File: config.mk
export PLATFORM = sky130hd
export DESIGN_NAME = uart_tx_frame
export DESIGN_NICKNAME = d
export VERILOG_FILES = /design/src/rtl/uart_pkg.sv /design/src/rtl/uart_tx_frame.sv
export SDC_FILE = /design/constraint.sdc
export NUM_CORES = 1
export LEC_CHECK = 0
export CORE_MARGIN = 2
export CORE_UTILIZATION = 53
export CTS_CLUSTER_SIZE = 16
export DETAILED_ROUTE_END_ITERATION = 16
export PLACE_DENSITY = 0.82
export SLEW_MARGIN = 10
export SYNTH_ARGS = -nofsm -noshare
export SYNTH_HDL_FRONTEND = slang
export SYNTH_SLANG_ARGS = --single-unit
File: constraint.sdc
create_clock -name clock -period 3.3 [get_ports clock]
set_input_delay 0.33 -clock clock [delete_from_list [all_inputs] [get_ports clock]]
set_output_delay 0.33 -clock clock [all_outputs]
set_load 0.01 [all_outputs]
File: src/rtl/uart_pkg.sv
// uart_pkg
//   Shared definitions for the UART transmit path.
//   - tx_state_t : state encoding of the byte-level transmit sequencer
//   - LINE_IDLE / START_LEVEL / STOP_LEVEL : serial line levels
//   - frame_len() : number of bits in one frame (start + data + parity + stops)
package uart_pkg;

  typedef enum logic [2:0] {
    S_IDLE      = 3'd0,
    S_ISSUE     = 3'd1,
    S_WAIT_BUSY = 3'd2,
    S_WAIT_DONE = 3'd3,
    S_NEXT      = 3'd4
  } tx_state_t;

  localparam logic LINE_IDLE   = 1'b1;
  localparam logic START_LEVEL = 1'b0;
  localparam logic STOP_LEVEL  = 1'b1;

  // Frame length in bits; fits the 4-bit bit index (max 1 + 8 + 1 + 2 = 12).
  function automatic logic [3:0] frame_len(input int data_bits,
                                           input int parity_enable,
                                           input int stop_bits);
    return 4'(1 + data_bits + ((parity_enable != 0) ? 1 : 0) + stop_bits);
  endfunction

endpackage

File: src/rtl/uart_tx_frame.sv
// uart_tx_frame
//   Byte-level UART transmit sequencer. Takes one word over a valid/ready
//   handshake and walks the frame (start, data LSB-first, optional parity,
//   stop bit(s)) out one bit at a time to the single-bit transmit stage.
//
// Ports
//   clock       system clock, rising edge
//   reset       asynchronous, active-high; aborts any frame in progress
//   data        word to send, sampled only on accept
//   dataValid   upstream has a word
//   dataReady   sequencer can accept a word (idle and bit stage idle)
//   busy        frame in progress
//   frameDone   one-cycle pulse when the last stop bit completes
//   bitStart    one-cycle start pulse per bit, to the bit stage
//   bitValue    level of the current bit, held for the whole bit
//   bitDone     bit stage done/idle flag (1 = idle)
//   debugState  current sequencer state, for observation only
//
// Handshake: a word transfers on a rising edge where dataValid and dataReady
// are both 1. Upstream must hold data/dataValid stable until that edge;
// dataValid while dataReady is 0 is simply not consumed.
module uart_tx_frame
  import uart_pkg::*;
#(
  parameter int DataBits     = 8,
  parameter int StopBits     = 1,
  parameter int ParityEnable = 0,
  parameter int ParityOdd    = 0
) (
  input  logic                clock,
  input  logic                reset,
  input  logic [DataBits-1:0] data,
  input  logic                dataValid,
  output logic                dataReady,
  output logic                busy,
  output logic                frameDone,
  output logic                bitStart,
  output logic                bitValue,
  input  logic                bitDone,
  output tx_state_t           debugState
);

  localparam logic [3:0] LAST_INDEX = frame_len(DataBits, ParityEnable, StopBits) - 4'd1;
  localparam logic [3:0] DATA_IDX   = 4'(DataBits);
  localparam logic       PARITY_ON  = (ParityEnable != 0);
  localparam logic       PARITY_ODD = (ParityOdd != 0);

  tx_state_t           state;
  logic [DataBits-1:0] shiftReg;
  logic                parityBit;
  logic [3:0]          bitIndex;

  assign debugState = state;

  always_ff @(posedge clock or posedge reset) begin
    if (reset) begin
      state     <= S_IDLE;
      dataReady <= 1'b1;
      busy      <= 1'b0;
      frameDone <= 1'b0;
      bitStart  <= 1'b0;
      bitValue  <= LINE_IDLE;
      shiftReg  <= '0;
      parityBit <= 1'b0;
      bitIndex  <= '0;
    end else begin
      frameDone <= 1'b0;
      bitStart  <= 1'b0;
      case (state)
        S_IDLE: begin
          if (dataValid && dataReady) begin
            shiftReg  <= data;
            parityBit <= (^data) ^ PARITY_ODD;
            bitIndex  <= '0;
            dataReady <= 1'b0;
            busy      <= 1'b1;
            bitValue  <= START_LEVEL;
            bitStart  <= 1'b1;
            state     <= S_ISSUE;
          end else begin
            // A bit stage still finishing its last bit blocks acceptance.
            dataReady <= bitDone;
          end
        end

        S_ISSUE: begin
          state <= S_WAIT_BUSY;
        end

        // The bit stage may still show done=1 for a cycle after the start
        // pulse, so only a 0 here proves it has taken the bit.
        S_WAIT_BUSY: begin
          if (!bitDone) state <= S_WAIT_DONE;
        end

        S_WAIT_DONE: begin
          if (bitDone) state <= S_NEXT;
        end

        S_NEXT: begin
          if (bitIndex == LAST_INDEX) begin
            frameDone <= 1'b1;
            bitValue  <= LINE_IDLE;
            busy      <= 1'b0;
            dataReady <= 1'b1;
            state     <= S_IDLE;
          end else begin
            bitIndex <= bitIndex + 4'd1;
            bitStart <= 1'b1;
            state    <= S_ISSUE;
            // Select the level of bit (bitIndex + 1).
            if (bitIndex < DATA_IDX) begin
              bitValue <= shiftReg[0];
              shiftReg <= shiftReg >> 1;
            end else if (PARITY_ON && (bitIndex == DATA_IDX)) begin
              bitValue <= parityBit;
            end else begin
              bitValue <= STOP_LEVEL;
            end
          end
        end

        default: begin
          state <= S_IDLE;
        end
      endcase
    end
  end

endmodule

## Yosys cells after proc, flatten, opt, wreduce, memory -nomap -nowiden

Index checks and enable logic that the tools add are counted.
Widths: inputs -> output; s select.

| word-level totals | value |
|---|---|
| output and inout port bits | 8 |
| flip-flop bits (word level) | 20 |
| word-level logic and storage cells | 57 |
| input port bits | 12 |

| cells by class | value |
|---|---|
| mux-type cells | 27 |
| eq/ne operators | 11 |
| add/sub/neg operators | 1 |
| reductions and logical operators | 9 |
| magnitude comparators | 1 |

Operators with widths:

| operator | count |
|---|---|
| $mux 8 | 3 |
| $pmux 8 s2 | 1 |
| $pmux 3 s5 | 1 |
| $mux 1 | 12 |
| $ne 2x2->1 const B | 6 |
| $mux 3 | 3 |
| $reduce_and 3->1 | 3 |
| $mux 4 | 2 |
| $pmux 1 s2 | 4 |
| $pmux 4 s2 | 1 |
| $eq 3x2->1 const B | 2 |
| $add 4x1->4 const B | 1 |
| $eq 4x4->1 const B | 1 |
| $lt 4x4->1 const B | 1 |
| $reduce_and 2->1 | 2 |
| $reduce_and 4->1 | 1 |
| $eq 3x1->1 const B | 1 |
| $eq 3x3->1 const B | 1 |
| $logic_not 3->1 | 1 |
| $reduce_bool 2->1 | 1 |
| $logic_and 1x1->1 | 1 |

## Depth between registers and ports, before layout

| logic depth | value |
|---|---|
| depth in word-level cells | 4 |
| mapped depth | 5 |
| mapped depth without buffers | 5 |

## Worst setup path after synthesis

No wires, ideal clock.

| timing | value |
|---|---|
| kind | register -> register |
| from | reg state[2], in the netlist debugState[2] |
| to | reg shiftReg[0] |
| data arrival time | 1.518 ns |
| clock period less this slack | 1.643 ns |
| setup slack | 1.657 ns |
| data required time | 3.175 ns |
| setup time | 0.125 ns |
| path buffers | 1 |
| stages on the path, launching flop included | 5 |
| cell sequence | dfrtp_1 or3b_1 buf_6 mux2_4 mux2_4 |

| on the way | value |
|---|---|
| word-level cells in the longest chain between the ends | 3 |
| elaborated cells between the ends (all ways) | 8 |
| classes of those cells | eq/ne: 4; mux: 1; reduce/logical: 3 |

Ends and longest elaborated chain:

| what | line | RTL |
|---|---|---|
| from (decl) | uart_tx_frame.sv:48 | `tx_state_t state;` |
| from (signal assigned) | uart_tx_frame.sv:57 | `state <= S_IDLE;` |
| from (signal assigned) | uart_tx_frame.sv:79 | `state <= S_ISSUE;` |
| from (signal assigned) | uart_tx_frame.sv:87 | `state <= S_WAIT_BUSY;` |
| $eq 3x3->1 / $logic_not 3->1 (equally long branches) | uart_tx_frame.sv:69 | `case (state)` |
| $ne 2x2->1 (no source line) / $reduce_bool 2->1 (equally long branches) | n/a |  |
| $reduce_and 4->1 (no source line) | n/a |  |
| to (signal assigned) | uart_tx_frame.sv:72 | `shiftReg <= data;` |
| to (signal assigned) | uart_tx_frame.sv:114 | `shiftReg <= shiftReg >> 1;` |
| to (decl) | uart_tx_frame.sv:49 | `logic [DataBits-1:0] shiftReg;` |

Several ways; a longest one is shown, not always the timed one.
A chain may end at the register's enable or synchronous reset.

## Worst setup path in the final report

| timing | value |
|---|---|
| from | reg state[2], in the netlist debugState[2] |
| to | reg shiftReg[1] |

Same word-level chain as after synthesis.

==> metrics.md <==
| Metric | Value |
|---|---|
| Outcome | `complete, no violations` |
| Post-synthesis xor/xnor area fraction | `0%` |
| CP top delay family | `multiplexers` |
| Post-CTS resize count | `0` |
| Pre-CTS WS | `1.341 ns` |
| 1st-pass router iterations | `4` |
| Setup violations, final | `0` |
| Hold buffer count at cts | `0` |
| Crit end category | `flop` |
| Wire per inst | `13.98 um` |
| Final period util | `55.04%` |
| Most used cell, CP | `mux2_4` |
| Rows | `15` |
| Commonest non-fill, non-tap cell in the layout | `clkdlybuf4s50_1` |
| CP max stage delay | `0.59 ns` |
| Width of the die | `46.94 um` |
| Setup tns final | `0 ns` |
| ANT cells | `0` |
| Slew HR | `50.26%` |
| CTS tree | `yes` |
| I/O pin count | `20` |
| Worst IR drop on VDD | `0.0004488 V` |
| Global route overflow | `0` |
| Final Max Tran Viols | `0` |
| Port bufs | `19` |
| Main combinational cell family by area after synthesis | `multiplexers` |
| Full die area | `2203 um^2` |
| Final #Nets | `113` |
| Total clock sinks | `20` |
| RSZ-0062 raised after global routing | `false` |
| First-pass GRT wire length | `2.787 mm` |
| Area Growth Syn to Fin | `23.82%` |
| Root buf cell | `clkbuf_4` |
| Initial DRC count | `15` |
| Seq/Total Area, Yosys | `51.47%` |
| DPL Wire Length | `1.268 mm` |
| DRC Markers | `0` |
| Util after Layout | `70.07%` |
| Avg Cell Area, Syn | `12.69 um^2` |
| Antenna violations before repair | `0` |
| Starting Density | `56.59%` |
| Core Region | `1727 um^2` |
| Worst r2r path cells | `3` |
| Fmax | `550.5 MHz` |
| Cell chain of the critical path | `or3b_1 > mux2_4 > mux2_4` |
| Syn_nets | `91` |
| Post-synthesis compound-gate area fraction | `11.14%` |
| GRT Total Usage | `18.07%` |
| Pwr Total | `0.0009082 W` |
| Worst skew pair latency | `0.30 ns` |
| CP arrival | `2.01 ns` |
| Clock-pin slew on the worst setup and hold paths | `0.11 ns` |
| Filler cells | `146` |
| Critical path start-end classification | `flop to flop` |
| Syn. warnings | `0` |
| Hold crit path type | `input pin to asynchronous set/reset pin` |
| Share of cells above drive strength 1 | `21.43%` |
| Hold Vio Cnt, Final | `0` |
| Crit-path max FO | `10` |
| Simple-Gate Fraction of Synth Area | `10.50%` |
| Fin crit period | `1.816 ns` |
| Fin worst setup slack | `1.484 ns` |
| Worst-margin pin slew | `0.7452 ns` |
| Post-CTS Setup Inserts | `0` |
| Cell area after synthesis | `977.2 um^2` |
| Vias in the first global route | `637` |
| Worst path depth | `3` |
| Total routed wirelength | `1.719 mm` |
| Netlist cell types | `27` |
| Worst setup SP type | `flop` |
| Via/cell ratio | `5.447` |
| Data required time of the worst path | `3.50 ns` |
| Placer Congestion | `0.7258` |
| Crit path buf inv count | `0` |
| Largest net degree at the start of global routing | `21` |
| CP max-delay cell | `or3b_1` |
| Syn Inst Count | `77` |
| Most frequent cells in the layout | `19 x clkdlybuf4s50_1, 18 x dfrtp_1, 8 x mux2_4` |
| Final ANT Viol Nets | `0` |
| H-tree depth | `1` |
| Power per cell area | `750.6 nW/um^2` |
| Die Span Y | `46.94 um` |
| Leakage | `0.5133 nW` |
| CTS buffer count | `3` |
| Max_cap viols | `0` |
| Adder-cell share of the synthesized area | `2.561%` |
| CTS Buffer Depth | `2` |
| Vias | `670` |
| Clk_skew | `0.004910 ns` |
| Seq cells post-synth | `20` |
| Mux cell area share after synthesis | `21.25%` |
-- through the flow --
stage / instance area, um^2 / instances / hold WS (ns)
finish: 1210 / 123 / 0.4417
CTS: 1210 / 123 / 0.4648
detailed placement: 1184 / 119 / 0.4893
global route: 1210 / 123 / 0.5132
global placement: 1184 / 119 / 0.4845
floorplan: 977.2 / 77 / 0.2923
-- cells in the mapped netlist --
library cell | n | share of area, %
dfstp_2 | 2 | 5.4
mux2_4 | 8 | 12
a21oi_1 | 4 | 2.0
clkbuf_1 | 1 | 0.38
nor3_1 | 1 | 0.51
buf_6 | 1 | 1.2
nor3b_2 | 1 | 1.3
or3b_1 | 1 | 0.90
o2bb2ai_1 | 2 | 1.8
o21ai_0 | 6 | 3.1
o22ai_1 | 1 | 0.64
dfrtp_1 | 18 | 46
inv_1 | 4 | 1.5
or2b_1 | 1 | 0.77
mux2i_1 | 2 | 2.0
a21oi_4 | 1 | 1.7
nor2_1 | 4 | 1.5
mux2_2 | 6 | 6.9
nor3b_1 | 1 | 0.77
o32a_1 | 1 | 1.0
nand3b_1 | 2 | 1.5
ha_1 | 2 | 2.6
nand2_1 | 1 | 0.38
a32oi_1 | 1 | 0.90
or3_1 | 1 | 0.64
or2_1 | 1 | 0.64
nand3_1 | 3 | 1.5
-- worst paths after layout --
check / start / end / slack, ns
worst max-delay path: debugState[2] / shiftReg[1] / 1.48
worst min-delay path: reset / shiftReg[4] / 0.44
worst max register to register: debugState[2] / shiftReg[1] / 1.48
worst min register to register: bitIndex[2] / bitIndex[2] / 0.50
max in group asynchronous: reset / bitIndex[1] / 2.39
min in group clock: bitIndex[2] / bitIndex[2] / 0.50
-- worst reg2reg max path, delay by kind of cell, from the launching register on --
family / cells / cell delay (ns)
DFF: 1 / 0.50
muxes: 2 / 0.63
and+or+nand+nor: 1 / 0.59
-- power by group --
part / total, W / leakage [nW] / switching (W) / internal (W)
logic: 0.000342 / 0.255 / 0.000141 / 0.000201
clock network: 0.000120 / 0.0150 / 0.0000728 / 0.0000471
registers: 0.000446 / 0.244 / 0.0000884 / 0.000358
-- state kept, by name, summed over array words and instances, names as in the netlist --
name        flops
bitIndex        4
bitStart        1
bitValue        1
busy            1
dataReady       1
debugState      3
frameDone       1
shiftReg        8
-- cell families (layout without fill, tap and decap cells) --
logic type                 Yosys count  after routing
AOI/OAI and AO/OA                   16             16
adders and majority gates            2              2
buffers and inverters                6             27
DFF                                 20             20
muxes                               16             16
and+or+nand+nor                     17             17
-- layer usage --
metal	share of wire, %	vias up	track usage [%]
met4	2.0	0	8.333
li1	-	319	-
met3	5.6	4	3.846
met5	0	-	0
met2	49	28	29.32
met1	44	319	23.15
-- layout make-up --
class                      count  area, um^2  share of cell area (%)
multi-input combinational     51       444.2                   36.71
inverter                       4       15.01                   1.241
sequential                    20       503.0                   41.57
tap                           25       31.28                   2.585
clock buffer                   4       26.28                   2.172
timing repair buffer          19       190.2                   15.72
Note: power is estimated with default switching activity, not from simulation.
